## config.mk

```make
export PLATFORM = sky130hd
export DESIGN_NAME = rr_decode_arbiter
export DESIGN_NICKNAME = d
export VERILOG_FILES = /design/src/rtl/rr_arb_pkg.sv /design/src/rtl/grant_decoder.sv /design/src/rtl/rr_decode_arbiter.sv
export SDC_FILE = /design/constraint.sdc
export NUM_CORES = 1
export LEC_CHECK = 0
export ABC_AREA = 1
export BUFFER_PORTS_ARGS = -buffer_cell sky130_fd_sc_hd__buf_2
export CORE_MARGIN = 5
export CORE_UTILIZATION = 54
export CTS_BUF_LIST = sky130_fd_sc_hd__clkbuf_8 sky130_fd_sc_hd__clkbuf_16
export CTS_CLUSTER_DIAMETER = 80
export CTS_CLUSTER_SIZE = 20
export DETAILED_ROUTE_END_ITERATION = 12
export MAX_ROUTING_LAYER = met4
export PLACE_DENSITY = 0.82
export SETUP_SLACK_MARGIN = 0.05
export SYNTH_ARGS = -nofsm -noshare
export SYNTH_HDL_FRONTEND = slang
export SYNTH_SLANG_ARGS = --single-unit
```

## constraint.sdc

```tcl
create_clock -name clk_in -period 1.87 [get_ports clk_in]
set_input_delay 0.2805 -clock clk_in [delete_from_list [all_inputs] [get_ports clk_in]]
set_output_delay 0.2805 -clock clk_in [all_outputs]
set_load 0.01 [all_outputs]
```

## src/rtl/rr_arb_pkg.sv

```systemverilog
// rtl/rr_arb_pkg.sv - shared constants for the round-robin decode arbiter
package rr_arb_pkg;

  // Arbiter state encoding
  localparam logic [1:0] ST_IDLE  = 2'd0;
  localparam logic [1:0] ST_GRANT = 2'd1;
  localparam logic [1:0] ST_GAP   = 2'd2;

  // Default sizing
  localparam int NUM_REQ_DEF  = 4;
  localparam int MAX_HOLD_DEF = 16;

endpackage

```

## src/rtl/grant_decoder.sv

```systemverilog
// rtl/grant_decoder.sv - enable-gated index to one-hot decoder
module grant_decoder
  import rr_arb_pkg::*;
#(
  parameter int NUM_REQ = NUM_REQ_DEF,
  parameter int SEL_W   = 2
) (
  input  logic [SEL_W-1:0]   idx,
  input  logic               en,
  output logic [NUM_REQ-1:0] onehot
);

  // One bit set at idx while enabled, all zero otherwise
  always_comb begin
    onehot = '0;
    if (en) begin
      onehot[idx] = 1'b1;
    end
  end

endmodule

```

## src/rtl/rr_decode_arbiter.sv

```systemverilog
// rtl/rr_decode_arbiter.sv - round-robin arbiter with held grant, timeout and one-hot select
module rr_decode_arbiter
  import rr_arb_pkg::*;
#(
  parameter int NUM_REQ  = NUM_REQ_DEF,
  parameter int SEL_W    = 2,
  parameter int MAX_HOLD = MAX_HOLD_DEF
) (
  input  logic               clk_in,
  input  logic               reset_in,
  input  logic [NUM_REQ-1:0] req_in,
  input  logic               done_in,
  output logic [NUM_REQ-1:0] grant_out,
  output logic [SEL_W-1:0]   grant_idx_out,
  output logic               enable_out,
  output logic               timeout_out
);

  localparam int                CNT_W    = $clog2(MAX_HOLD);
  localparam logic [CNT_W-1:0]  CNT_LAST = CNT_W'(MAX_HOLD - 1);
  localparam logic [SEL_W-1:0]  LAST_RST = SEL_W'(NUM_REQ - 1);

  logic [1:0]         state, state_d;
  logic [SEL_W-1:0]   last_idx, last_d;
  logic [CNT_W-1:0]   cnt, cnt_d;
  logic [SEL_W-1:0]   idx_d;
  logic               en_d;
  logic               tmo_d;
  logic [NUM_REQ-1:0] grant_d;
  logic [SEL_W-1:0]   winner;
  logic               owner_release;
  logic               at_max;

  // First requester at or after last+1, wrapping; the index arithmetic wraps naturally
  function automatic logic [SEL_W-1:0] rr_pick(input logic [NUM_REQ-1:0] req,
                                                input logic [SEL_W-1:0]   last);
    logic [SEL_W-1:0] cand;
    logic             found;
    rr_pick = last;
    found   = 1'b0;
    for (int k = 1; k <= NUM_REQ; k++) begin
      cand = last + SEL_W'(k);
      if (!found && req[cand]) begin
        rr_pick = cand;
        found   = 1'b1;
      end
    end
  endfunction

  assign winner        = rr_pick(req_in, last_idx);
  assign owner_release = done_in || !req_in[grant_idx_out];
  assign at_max        = (cnt == CNT_LAST);

  // State register
  always_ff @(posedge clk_in or posedge reset_in) begin
    if (reset_in) begin
      state <= ST_IDLE;
    end else begin
      state <= state_d;
    end
  end

  // Next-state: arbitrate in IDLE, release or time out in GRANT, single GAP cycle
  always_comb begin
    state_d = state;
    case (state)
      ST_IDLE:  if (|req_in) state_d = ST_GRANT;
      ST_GRANT: if (owner_release || at_max) state_d = ST_GAP;
      ST_GAP:   state_d = ST_IDLE;
      default:  state_d = ST_IDLE;
    endcase
  end

  // Next values of the registered outputs; a release beats a coincident timeout
  always_comb begin
    idx_d  = grant_idx_out;
    last_d = last_idx;
    cnt_d  = cnt;
    en_d   = 1'b0;
    tmo_d  = 1'b0;
    case (state)
      ST_IDLE: begin
        if (|req_in) begin
          idx_d  = winner;
          last_d = winner;
          cnt_d  = '0;
          en_d   = 1'b1;
        end
      end
      ST_GRANT: begin
        if (owner_release) begin
          en_d = 1'b0;
        end else if (at_max) begin
          tmo_d = 1'b1;
        end else begin
          en_d  = 1'b1;
          cnt_d = cnt + CNT_W'(1);
        end
      end
      default: ;
    endcase
  end

  grant_decoder #(
    .NUM_REQ (NUM_REQ),
    .SEL_W   (SEL_W)
  ) u_grant_decoder (
    .idx    (idx_d),
    .en     (en_d),
    .onehot (grant_d)
  );

  // Output, pointer and hold-counter registers
  always_ff @(posedge clk_in or posedge reset_in) begin
    if (reset_in) begin
      grant_out     <= '0;
      grant_idx_out <= '0;
      enable_out    <= 1'b0;
      timeout_out   <= 1'b0;
      last_idx      <= LAST_RST;
      cnt           <= '0;
    end else begin
      grant_out     <= grant_d;
      grant_idx_out <= idx_d;
      enable_out    <= en_d;
      timeout_out   <= tmo_d;
      last_idx      <= last_d;
      cnt           <= cnt_d;
    end
  end

endmodule

```

Yosys cells after proc, flatten, opt, wreduce, memory -nomap -nowiden
Index checks and enable logic that the tools add are counted.
Widths: inputs -> output; s select.
{ "op_classes": {"add_sub_neg": 4, "order_cmp": 7, "n_eq_ne": 6, "mux": 36, "reduce_logical": 16} }
{ "op_table": {"columns": ["cell", "count"], "rows": [
  ["$lt 2x3->1 const B", 6],
  ["$mux 2", 8],
  ["$mux 4", 4],
  ["$mux 1", 15],
  ["$bmux 1 s2", 5],
  ["$ne 2x2->1 const B", 4],
  ["$pmux 4 s2", 1],
  ["$add 2x2->2 const B", 2],
  ["$add 4x1->4 const B", 1],
  ["$eq 4x4->1 const B", 1],
  ["$logic_and 1x1->1", 4],
  ["$logic_not 1->1", 4],
  ["$pmux 2 s2", 1],
  ["$reduce_and 2->1", 2],
  ["$reduce_and 4->1", 1],
  ["$reduce_or 4->1", 1],
  ["$add 2x1->2 const B", 1],
  ["$demux 1 s2", 1],
  ["$eq 2x1->1 const B", 1],
  ["$ge 2x1->1 const B", 1],
  ["$logic_not 2->1", 1],
  ["$logic_or 1x1->1", 2],
  ["$pmux 1 s2", 1],
  ["$reduce_bool 2->1", 1]
]} }
{ "word_totals": {"reg_bits": 16, "in_bits": 7} }

Longest topological paths before layout
Gate-level depths: netlist of run 1.
{ "depth": {"ltp_word": 20, "depth_mapped": 14, "ltp_nobuf": 13} }

By module
A second synthesis of run 1 with hierarchy kept.
{ "hier_totals": {"cells_unflattened": 121, "area_unflattened_um2": 955.9} }
{ "modules_own_cells": {"columns": ["mod", "instances", "cells_per_inst", "area_per_inst_um2"], "rows": [
  ["rr_decode_arbiter", 1, 113, 925.9],
  ["grant_decoder", 1, 8, 30.0]
]} }

Worst setup path before layout of run 1
No wires, ideal clock.
{ "synth_timing": {"path_type": "flip-flop to flip-flop", "from": "register last_idx[0]", "to": "register grant_out[3]", "setup_ns": 0.117, "t_arrival_ns": 1.378, "required_ns": 1.753, "path_slack_ns": 0.375, "stages_incl_launch_ff": 15, "n_path_buf": 1, "period_less_slack_ns": 1.495, "path_cell_list": "dfstp_2 > buf_6 > inv_8 > nand2_1 > nand2_2 > nand2_4 > nand2_4 > inv_2 > nand3_2 > nand2_1 > nand2_1 > nand2_2 > nand2_2 > nand2_2 > nor2_2"} }
{ "synth_via": {"elab_chain_len": 20, "elab_cells_between_ends": 32, "cone_classes": "3 x add/sub; 2 x order compare; 20 x mux; 7 x reduce/logical"} }
{ "synth_rtl": {"columns": ["element", "line_no", "text"], "rows": [
  ["from (decl)", "rr_decode_arbiter.sv:24", "logic [SEL_W-1:0] last_idx, last_d;"],
  ["from (signal assigned)", "rr_decode_arbiter.sv:127", "last_idx <= last_d;"],
  ["$add 2x1->2", "rr_decode_arbiter.sv:42", "cand = last + SEL_W'(k);"],
  ["$bmux 1 s2", "rr_decode_arbiter.sv:43", "if (!found && req[cand]) begin"],
  ["$mux 1 (not written as such)", "rr_decode_arbiter.sv:43", null],
  ["$mux 1", "rr_decode_arbiter.sv:43", null],
  ["$logic_not 1->1", "rr_decode_arbiter.sv:43", null],
  ["$logic_and 1x1->1", "rr_decode_arbiter.sv:43", null],
  ["$mux 1", "rr_decode_arbiter.sv:43", null],
  ["$logic_not 1->1", "rr_decode_arbiter.sv:43", null],
  ["(+6 left out)", null, null],
  ["$mux 2 (*)", "rr_decode_arbiter.sv:81", "case (state)"],
  ["net idx_d[0]", "rr_decode_arbiter.sv:26", "logic [SEL_W-1:0] idx_d;"],
  ["$lt 2x3->1 (not written as such) or $ge 2x1->1 (tied branches)", "grant_decoder.sv:17", "onehot[idx] = 1'b1;"],
  ["$logic_and 1x1->1 (not written as such)", "grant_decoder.sv:17", null],
  ["$mux 1 (not written as such)", "grant_decoder.sv:17", null],
  ["$demux 1 s2 (*)", null, null],
  ["$mux 4 (*)", "grant_decoder.sv:16", "if (en) begin"],
  ["net grant_d[3]", "rr_decode_arbiter.sv:29", "logic [NUM_REQ-1:0] grant_d;"],
  ["to (signal assigned)", "rr_decode_arbiter.sv:123", "grant_out <= grant_d;"],
  ["to (decl)", "rr_decode_arbiter.sv:13", "output logic [NUM_REQ-1:0] grant_out,"]
]} }
The timed path passes the listed nets; every way through them passes the cells marked *. The select of a mux whose other input is x is not followed.
A chain may end at the register's enable or synchronous reset.

Final worst setup path of run 1
{ "layout_timing": {"from": "register last_idx[0]", "to": "register grant_out[2]"} }
{ "layout_via": {"elab_chain_len": 20, "elab_cells_between_ends": 32, "cone_classes": "3 x add/sub; 2 x order compare; 20 x mux; 7 x reduce/logical"} }
{ "layout_rtl": {"columns": ["element", "line_no", "text"], "rows": [
  ["$add 2x1->2", "rr_decode_arbiter.sv:42", null],
  ["$bmux 1 s2", "rr_decode_arbiter.sv:43", null],
  ["$mux 1 (not written as such)", "rr_decode_arbiter.sv:43", null],
  ["$mux 1", "rr_decode_arbiter.sv:43", null],
  ["$logic_not 1->1", "rr_decode_arbiter.sv:43", null],
  ["$logic_and 1x1->1", "rr_decode_arbiter.sv:43", null],
  ["$mux 1", "rr_decode_arbiter.sv:43", null],
  ["$logic_not 1->1", "rr_decode_arbiter.sv:43", null],
  ["(+5 left out)", null, null],
  ["$mux 2 (*)", "rr_decode_arbiter.sv:83", "if (|req_in) begin"],
  ["$mux 2 (*)", "rr_decode_arbiter.sv:81", null],
  ["$lt 2x3->1 (not written as such) or $ge 2x1->1 (tied branches)", "grant_decoder.sv:17", null],
  ["$logic_and 1x1->1 (not written as such)", "grant_decoder.sv:17", null],
  ["$mux 1 (not written as such)", "grant_decoder.sv:17", null],
  ["$demux 1 s2 (*)", null, null],
  ["$mux 4 (*)", "grant_decoder.sv:16", null],
  ["net grant_d[2]", "rr_decode_arbiter.sv:29", null]
]} }
Marks and branches as above.

==> results of run 1 <==
## logic make-up (layout without fill, tap and decap cells)
group	Yosys count	after routing	share of synthesized area
simple gates	78	78	0.424
buf+inv	17	34	0.0828
flops	16	16	0.410
compound gates	13	13	0.0701
fa+ha+maj	1	1	0.0127
## registers in the layout (all words and copies together) (netlist names)
name / cells
cnt: 4
enable_out: 1
grant_out: 4
state: 2
timeout_out: 1
grant_idx_out: 2
last_idx: 2
## through the flow
stage	area, um2	hold slack, ns	utilization	instances	power, W
final	1120	0.0920	0.647	167	0.00203
after CTS	1120	0.106	0.647	167	0.00204
after global placement	1070	0.360	0.621	163	0.00174
after floorplan	982	0.193	-	125	0.00155
after detailed placement	1070	0.364	0.621	163	0.00178
after global routing	1120	0.152	0.647	167	0.00220
## cell type report
class	count	area [um2]	area share
multi-input combinational	92	498	0.446
sequential	16	403	0.361
clock inverter	1	3.75	0.00336
tap	25	31.3	0.0280
clock buffer	3	41.3	0.0370
timing repair buffer	14	70.1	0.0627
inverter	16	70.1	0.0627
## cell usage after synthesis
master	number
sky130_fd_sc_hd__nand2_1	26
sky130_fd_sc_hd__nor2_1	17
sky130_fd_sc_hd__dfrtp_1	14
sky130_fd_sc_hd__nand2_2	14
sky130_fd_sc_hd__inv_1	13
sky130_fd_sc_hd__nand3_1	10
sky130_fd_sc_hd__a21oi_1	6
sky130_fd_sc_hd__nand2_4	6
sky130_fd_sc_hd__o21ai_1	4
sky130_fd_sc_hd__dfstp_2	2
sky130_fd_sc_hd__nand3_2	2
sky130_fd_sc_hd__o21ai_0	2
sky130_fd_sc_hd__a21oi_2	1
sky130_fd_sc_hd__buf_6	1
sky130_fd_sc_hd__ha_1	1
sky130_fd_sc_hd__inv_2	1
sky130_fd_sc_hd__inv_4	1
sky130_fd_sc_hd__inv_8	1
sky130_fd_sc_hd__nand4_2	1
sky130_fd_sc_hd__nor2_2	1
sky130_fd_sc_hd__nor2_4	1
## critical path, delay by kind of cell (launching register included)
| kind | cells | cell delay (ns) |
|---|---|---|
| AOI/OAI and AO/OA | 1 | 0.19 |
| and+or+nand+nor | 8 | 0.58 |
| buffers and inverters | 2 | 0.13 |
| DFF | 1 | 0.66 |
## report_power, final
part	switching, W	internal, W	total, W
combinational	0.000794	0.000403	0.00120
clock	0.000108	0.000145	0.000253
sequential	0.0000928	0.000485	0.000578
total	0.000995	0.00103	0.00203
## layer usage
| metal | up-vias | part of all wire |
|---|---|---|
| met5 | - | 0 |
| met4 | 0 | 0.0074 |
| met3 | 2 | 0.028 |
| met2 | 16 | 0.57 |
| met1 | 391 | 0.40 |
| li1 | 429 | - |
## worst paths after layout
check,slack (ns),endpoint,startpoint,cells after the start
max,0.20,grant_out[2],last_idx[0],11
max reg2reg,0.20,grant_out[2],last_idx[0],11
min,0.09,grant_out[1],reset_in,2
min reg2reg,0.54,cnt[1],cnt[1],2
max in group asynchronous,1.40,cnt[2],reset_in,2
min in group clk_in,0.31,timeout_out,done_in,4
## layout by cell type, fill, tap and decap left out
cell type and count:
sky130_fd_sc_hd__nand2_1 26, sky130_fd_sc_hd__nor2_1 17, sky130_fd_sc_hd__inv_1 14, sky130_fd_sc_hd__nand2_2 14, sky130_fd_sc_hd__dfrtp_1 14, sky130_fd_sc_hd__buf_2 14
sky130_fd_sc_hd__nand3_1 10, sky130_fd_sc_hd__nand2_4 6, sky130_fd_sc_hd__a21oi_1 6, sky130_fd_sc_hd__o21ai_1 4, sky130_fd_sc_hd__clkbuf_8 3, sky130_fd_sc_hd__nand3_2 2
sky130_fd_sc_hd__o21ai_0 2, sky130_fd_sc_hd__dfstp_2 2, sky130_fd_sc_hd__inv_4 1, sky130_fd_sc_hd__inv_8 1, sky130_fd_sc_hd__inv_2 1, sky130_fd_sc_hd__nor2_4 1
sky130_fd_sc_hd__nand4_2 1, sky130_fd_sc_hd__a21oi_2 1, sky130_fd_sc_hd__nor2_2 1, sky130_fd_sc_hd__ha_1 1
==> qor.yml, run 1 <==
outcome: "completed"
timing.setup.critical_path_class: "flip-flop to flip-flop"
post_synth.cell_area_avg_um2: 7.86
crit_arrival_ns: 1.80
cts_tree: "built"
hold_violations: 0
numCtsBuffers: 3
place.gp.congestion: 0.779
timing.setup.tns_ns: 0
critical_path.endpoint_type: "flip-flop"
layout_worst_path_cycle_share: 0.893
port_buffers: 14
synth.top_cell.area_share: 0.357
drtPass1Iterations: 5
power_density_nw_per_um2: 1820
postRouteWirelength_um: 1900
drive_gt1_frac: 0.338
timing.hold.worst.class: "primary input to async pin"
drt_iter0_drc: 15
postSynthNetCount: 133
postSynthCellCount: 125
synthDistinctLibCells: 21
post_cts.resized_instances: 0
floorplan.core_area_um2: 1730
vdd_ir_drop_max_v: 0.00109
critical-path-top-cell-by-count: "sky130_fd_sc_hd__nand2_2"
yosys-top-cells-area: "sky130_fd_sc_hd__dfrtp_1, sky130_fd_sc_hd__nand2_1, sky130_fd_sc_hd__nand2_2, sky130_fd_sc_hd__nand2_4, sky130_fd_sc_hd__nor2_1"
grt_setup_unrepaired: "no"
hold_buffers: 0
dp.final_hpwl_um: 1500
drt-wirelength-per-cell_um: 11.4
antenna_cells_inserted: 0
die_footprint_um2: 2770
post-synth-top-area-cell: "sky130_fd_sc_hd__dfrtp_1"
drt_drc_violations_left: 0
timing.clock.skew_ns: 0.00244
route.detailed.vias_per_inst: 5.02
slew-limit-headroom: 0.608
globalRouteMet2Util: 0.318
use_met3: 0.0171
tightestPinTransition_ns: 0.588
die_w_um: 52.7
placement_rows: 15
via_count: 838
clock_tree.root_cell: "sky130_fd_sc_hd__clkbuf_8"
achievable-frequency_ghz: 0.599
clock_insertion_delay_worst_skew_ns: 0.24
layout-area-overhead-vs-synth_pct: 13.8
cts.sinks: 16
clk_path_buf_depth: 2
htreeDepth: 1
period_needed_ns: 1.67
grt_start_max_net_pins: 17
slew_viol_final: 0
cts_setup_buffers: 0
dp_worst_setup_slack_ns: 0.209
max_cap_viol_count: 0
worst-endpoint-required_ns: 2.00
grt_first_pass_wirelength_um: 3320
postLayoutSetupSlackWorst_ns: 0.200
nets: 151
fillerInstances: 162
globalRouteTotalUtil: 0.164
synth_warnings: 0
startpoint_type: "flip-flop"
grt_use_met1: 0.170
synth_area_um2: 982
globalRouteOverflowTotal: 0
dieHeight_um: 52.7
seq_area_frac_synth: 0.410
critical-path-slowest-cell: "sky130_fd_sc_hd__dfstp_2"
antenna_violating_nets_post_route: 0
path_clk_slew_ns: 0.06
critPathMaxFanout: 9
grt_pass1_vias: 796
path_cells: "inv_8, nand2_2, nand2_2, nand2_4, nand2_4, inv_2, nand3_2, nand3_2, nand2_2, a21oi_2, nor2_1"
grt_busiest_layer: "met2"
critical-path-max-stage-delay_ns: 0.66
setup_viol: 0
yosys_register_bits: 16
io_pins: 15
initial_antenna_violation_count: 0
initial_utilization: 0.569
p_leak_nw: 0.596
Note: power is estimated with default switching activity, not from simulation.
==> run 2: changes to the inputs <==
Settings changed: ABC_AREA 1 to default, CORE_UTILIZATION 54 to 53.
==> run 2 against run 1 <==
- sequential cell count is the same
- critical path type unchanged
- combinational power shrank 44%
- critical path depth down 7
- first-iteration DRC count unchanged
- final cell count down 26%
- utilization is 4.4 points higher
- clock power increased by 16%
- synthesized cell count down 32%
- highest routed layer unchanged
- cell area is 4.7% lower
- wire length fell by 6.7%
- register-to-register slack got worse by 0.10 ns
- die area is 6.5% lower
==> qor.yml, run 2 <==
outcome: "completed"
floorplan.core_area_um2: 1540  # -11%
synthArstFlopShare: 1.00  # unchanged
post_synth.cell_area_avg_um2: 10.4  # +33%
timing.setup.critical_path_class: "flip-flop to flip-flop"
dp.final_hpwl_um: 1340  # -11%
path_clk_slew_ns: 0.06  # about the same
critical-path-max-stage-delay_ns: 0.55  # -0.11 ns
fillerInstances: 127  # -22%
numCtsBuffers: 3  # unchanged
port_buffers: 14  # unchanged
die_w_um: 50.9  # -3.3%
vdd_ir_drop_max_v: 0.000890  # -18%
synth.top_cell.area_share: 0.395  # +0.0382
grt_first_pass_wirelength_um: 3040  # -8.5%
layout_worst_path_cycle_share: 0.947  # +0.0540
post-synth-top-count-cell: "sky130_fd_sc_hd__dfrtp_1"
largest_regs: "cnt: 4 flops, grant_out: 4 flops"
antenna_cells_inserted: 0  # unchanged
drt-wirelength-per-cell_um: 14.4  # +27%
hold_buffers: 0  # unchanged
critPathMaxFanout: 7  # -2
synth.cells.most_frequent: "sky130_fd_sc_hd__dfrtp_1, sky130_fd_sc_hd__nand2b_1, sky130_fd_sc_hd__nor2_1, sky130_fd_sc_hd__o21ai_0"
hold_violations: 0  # unchanged
achievable-frequency_ghz: 0.565  # -5.7%
multi_input_comb_area_um2: 464  # -6.8%
synth_warnings: 0  # unchanged
power_density_nw_per_um2: 1460  # -19%
yosys_register_bits: 16  # unchanged
dieHeight_um: 50.9  # -3.3%
postRouteWirelength_um: 1770  # -6.7%
globalRouteMet2Util: 0.250  # -0.0682
post-synth-top-area-cell: "sky130_fd_sc_hd__dfrtp_1"
timing.hold.worst.class: "primary input to async pin"
period_needed_ns: 1.77  # +0.101 ns
place.gp.congestion: 0.838  # +7.6%
drt_iter0_drc: 15  # unchanged
postSynthNetCount: 93  # -30%
tightestPinTransition_ns: 0.566  # -0.0216 ns
grt_use_met1: 0.186  # +0.0161
grt_setup_unrepaired: "no"
initial_antenna_violation_count: 0  # unchanged
setup_viol: 0  # unchanged
timing.clock.skew_ns: 0.00453  # +0.00209 ns
grt_busiest_layer: "met2"
clock_insertion_delay_worst_skew_ns: 0.24  # about the same
clock_tree.root_cell: "sky130_fd_sc_hd__clkbuf_8"
drive_gt1_frac: 0.299  # -0.0390
placement_rows: 14  # -1
part_of_the_power_in_registers: 0.378  # +0.093
final-seq-area_um2: 403  # unchanged
crit_arrival_ns: 1.94  # +0.14 ns
layout-area-overhead-vs-synth_pct: 20.0
cts_tree: "built"
yosys-top-cells-area: "sky130_fd_sc_hd__dfrtp_1, sky130_fd_sc_hd__dfstp_2, sky130_fd_sc_hd__nand2b_1, sky130_fd_sc_hd__mux2i_1, sky130_fd_sc_hd__o21ai_0"
synth_enable_flop_cells: 0  # unchanged
p_leak_nw: 0.493  # -17%
initial_utilization: 0.575  # +0.00665
die_footprint_um2: 2590  # -6.5%
antenna_violating_nets_post_route: 0  # unchanged
drtPass1Iterations: 4  # -1
via_count: 722  # -14%
use_met3: 0.0494  # +0.0323
max_cap_viol_count: 0  # unchanged
grt_pass1_vias: 697  # -12%
synthDistinctLibCells: 33  # +57%
io_pins: 15  # unchanged
path_cells: "or4b_4, o22a_4, or3_1, a21boi_1"
drt_drc_violations_left: 0  # unchanged
nets: 116  # -23%
slew_viol_final: 0  # unchanged
critical-path-slowest-cell: "sky130_fd_sc_hd__or4b_4"
slew-limit-headroom: 0.622  # +0.0144
seq_area_frac_synth: 0.454  # +0.0440
cts.sinks: 16  # unchanged
critical_path.endpoint_type: "flip-flop"
globalRouteTotalUtil: 0.155  # -0.00950
synth_area_um2: 887  # -9.7%
pwr-share-comb: 0.434  # -0.156
grt_start_max_net_pins: 17  # unchanged
postSynthCellCount: 85  # -32%
power_report.internal_total_w: 0.000997  # -3.5%
switching_component_of_the_power_w: 0.000561  # -44%
final_cell_mix: "sky130_fd_sc_hd__dfrtp_1, sky130_fd_sc_hd__buf_2, sky130_fd_sc_hd__nand2b_1"
timing.setup.tns_ns: 0  # unchanged
clk_path_buf_depth: 2  # unchanged
ys_flop_type: "sky130_fd_sc_hd__dfrtp_1"
startpoint_type: "flip-flop"
worst-endpoint-required_ns: 2.04  # +0.04 ns
route.detailed.vias_per_inst: 5.87  # +17%
p_clk_frac: 0.188  # +0.063
htreeDepth: 1  # unchanged
design_power_total_w: 0.00156  # -23%
power_switching_share: 0.360  # -0.131
globalRouteOverflowTotal: 0  # unchanged
[run 2: final cells by class]
class | instances | area share
Clock buffer | 4 | 0.0517
Inverter | 4 | 0.0141
Multi-Input combinational cell | 64 | 0.436
Sequential cell | 16 | 0.378
Tap cell | 16 | 0.0188
Timing Repair Buffer | 19 | 0.101
[run 2: final timing paths]
| kind | slack [ns] | end | cells after the start | startpoint |
|---|---|---|---|---|
| setup / recovery | 0.1 | grant_out[1] | 4 | state[1] |
| hold / removal | 0.08 | cnt[3] | 2 | reset_in |
| setup reg to reg | 0.1 | grant_out[1] | 4 | state[1] |
| hold reg to reg | 0.51 | cnt[0] | 1 | cnt[0] |
| max in group asynchronous | 1.42 | grant_idx_out[0] | 2 | reset_in |
| min in group clk_in | 0.42 | last_idx[0] | 4 | req_in[2] |
[run 2: worst max-delay path, delay by kind of cell (launching register included)]
family / cells / cell delay (ns)
DFF: 1 / 0.40
and+or+nand+nor: 2 / 0.88
AOI/OAI and AO/OA: 2 / 0.42
[run 2: layer usage]
layer  up-vias  part of all wire
met5         -                 0
li1        357                 -
met2        12              0.49
met3         4             0.047
met1       349              0.46
met4         0            0.0045
[run 2: logic make-up (layout without fill, tap and decap cells)]
group | after synthesis | in the layout | synth area share
muxes | 4 | 4 | 0.0592
buffers and inverters | 5 | 27 | 0.0226
AOI/OAI and AO/OA | 28 | 28 | 0.241
and+or+nand+nor | 31 | 31 | 0.209
adders and majority gates | 1 | 1 | 0.0141
DFF | 16 | 16 | 0.454
[run 2: power by group through the flow]
stage	registers (W)	clock network [W]	logic [W]
3_5_place_dp	0.000595	0	0.000660
3_3_place_gp	0.000587	0	0.000651
2_1_floorplan	0.000611	0	0.000439
6_report	0.000588	0.000293	0.000677
5_1_grt	0.000607	0.000328	0.000747
4_1_cts	0.000587	0.000304	0.000663
[run 2: repair_timing]
item | CTS | global route
setup buffers | 0 | 1
gates resized for setup | 0 | 1
setup endpoints to repair | 0 | 2
[run 2: stage by stage]
stage | std cells | hold slack (ns) | utilization | area (um2) | setup slack (ns)
floorplan | 85 | 0.193 | - | 887 | 0.115
global placement | 118 | 0.354 | 0.650 | 1000 | 0.148
detailed placement | 118 | 0.371 | 0.650 | 1000 | 0.0654
CTS | 122 | 0.104 | 0.686 | 1060 | 0.0722
global route | 123 | 0.134 | 0.691 | 1060 | 0.0527
finish | 123 | 0.0814 | 0.691 | 1060 | 0.0989
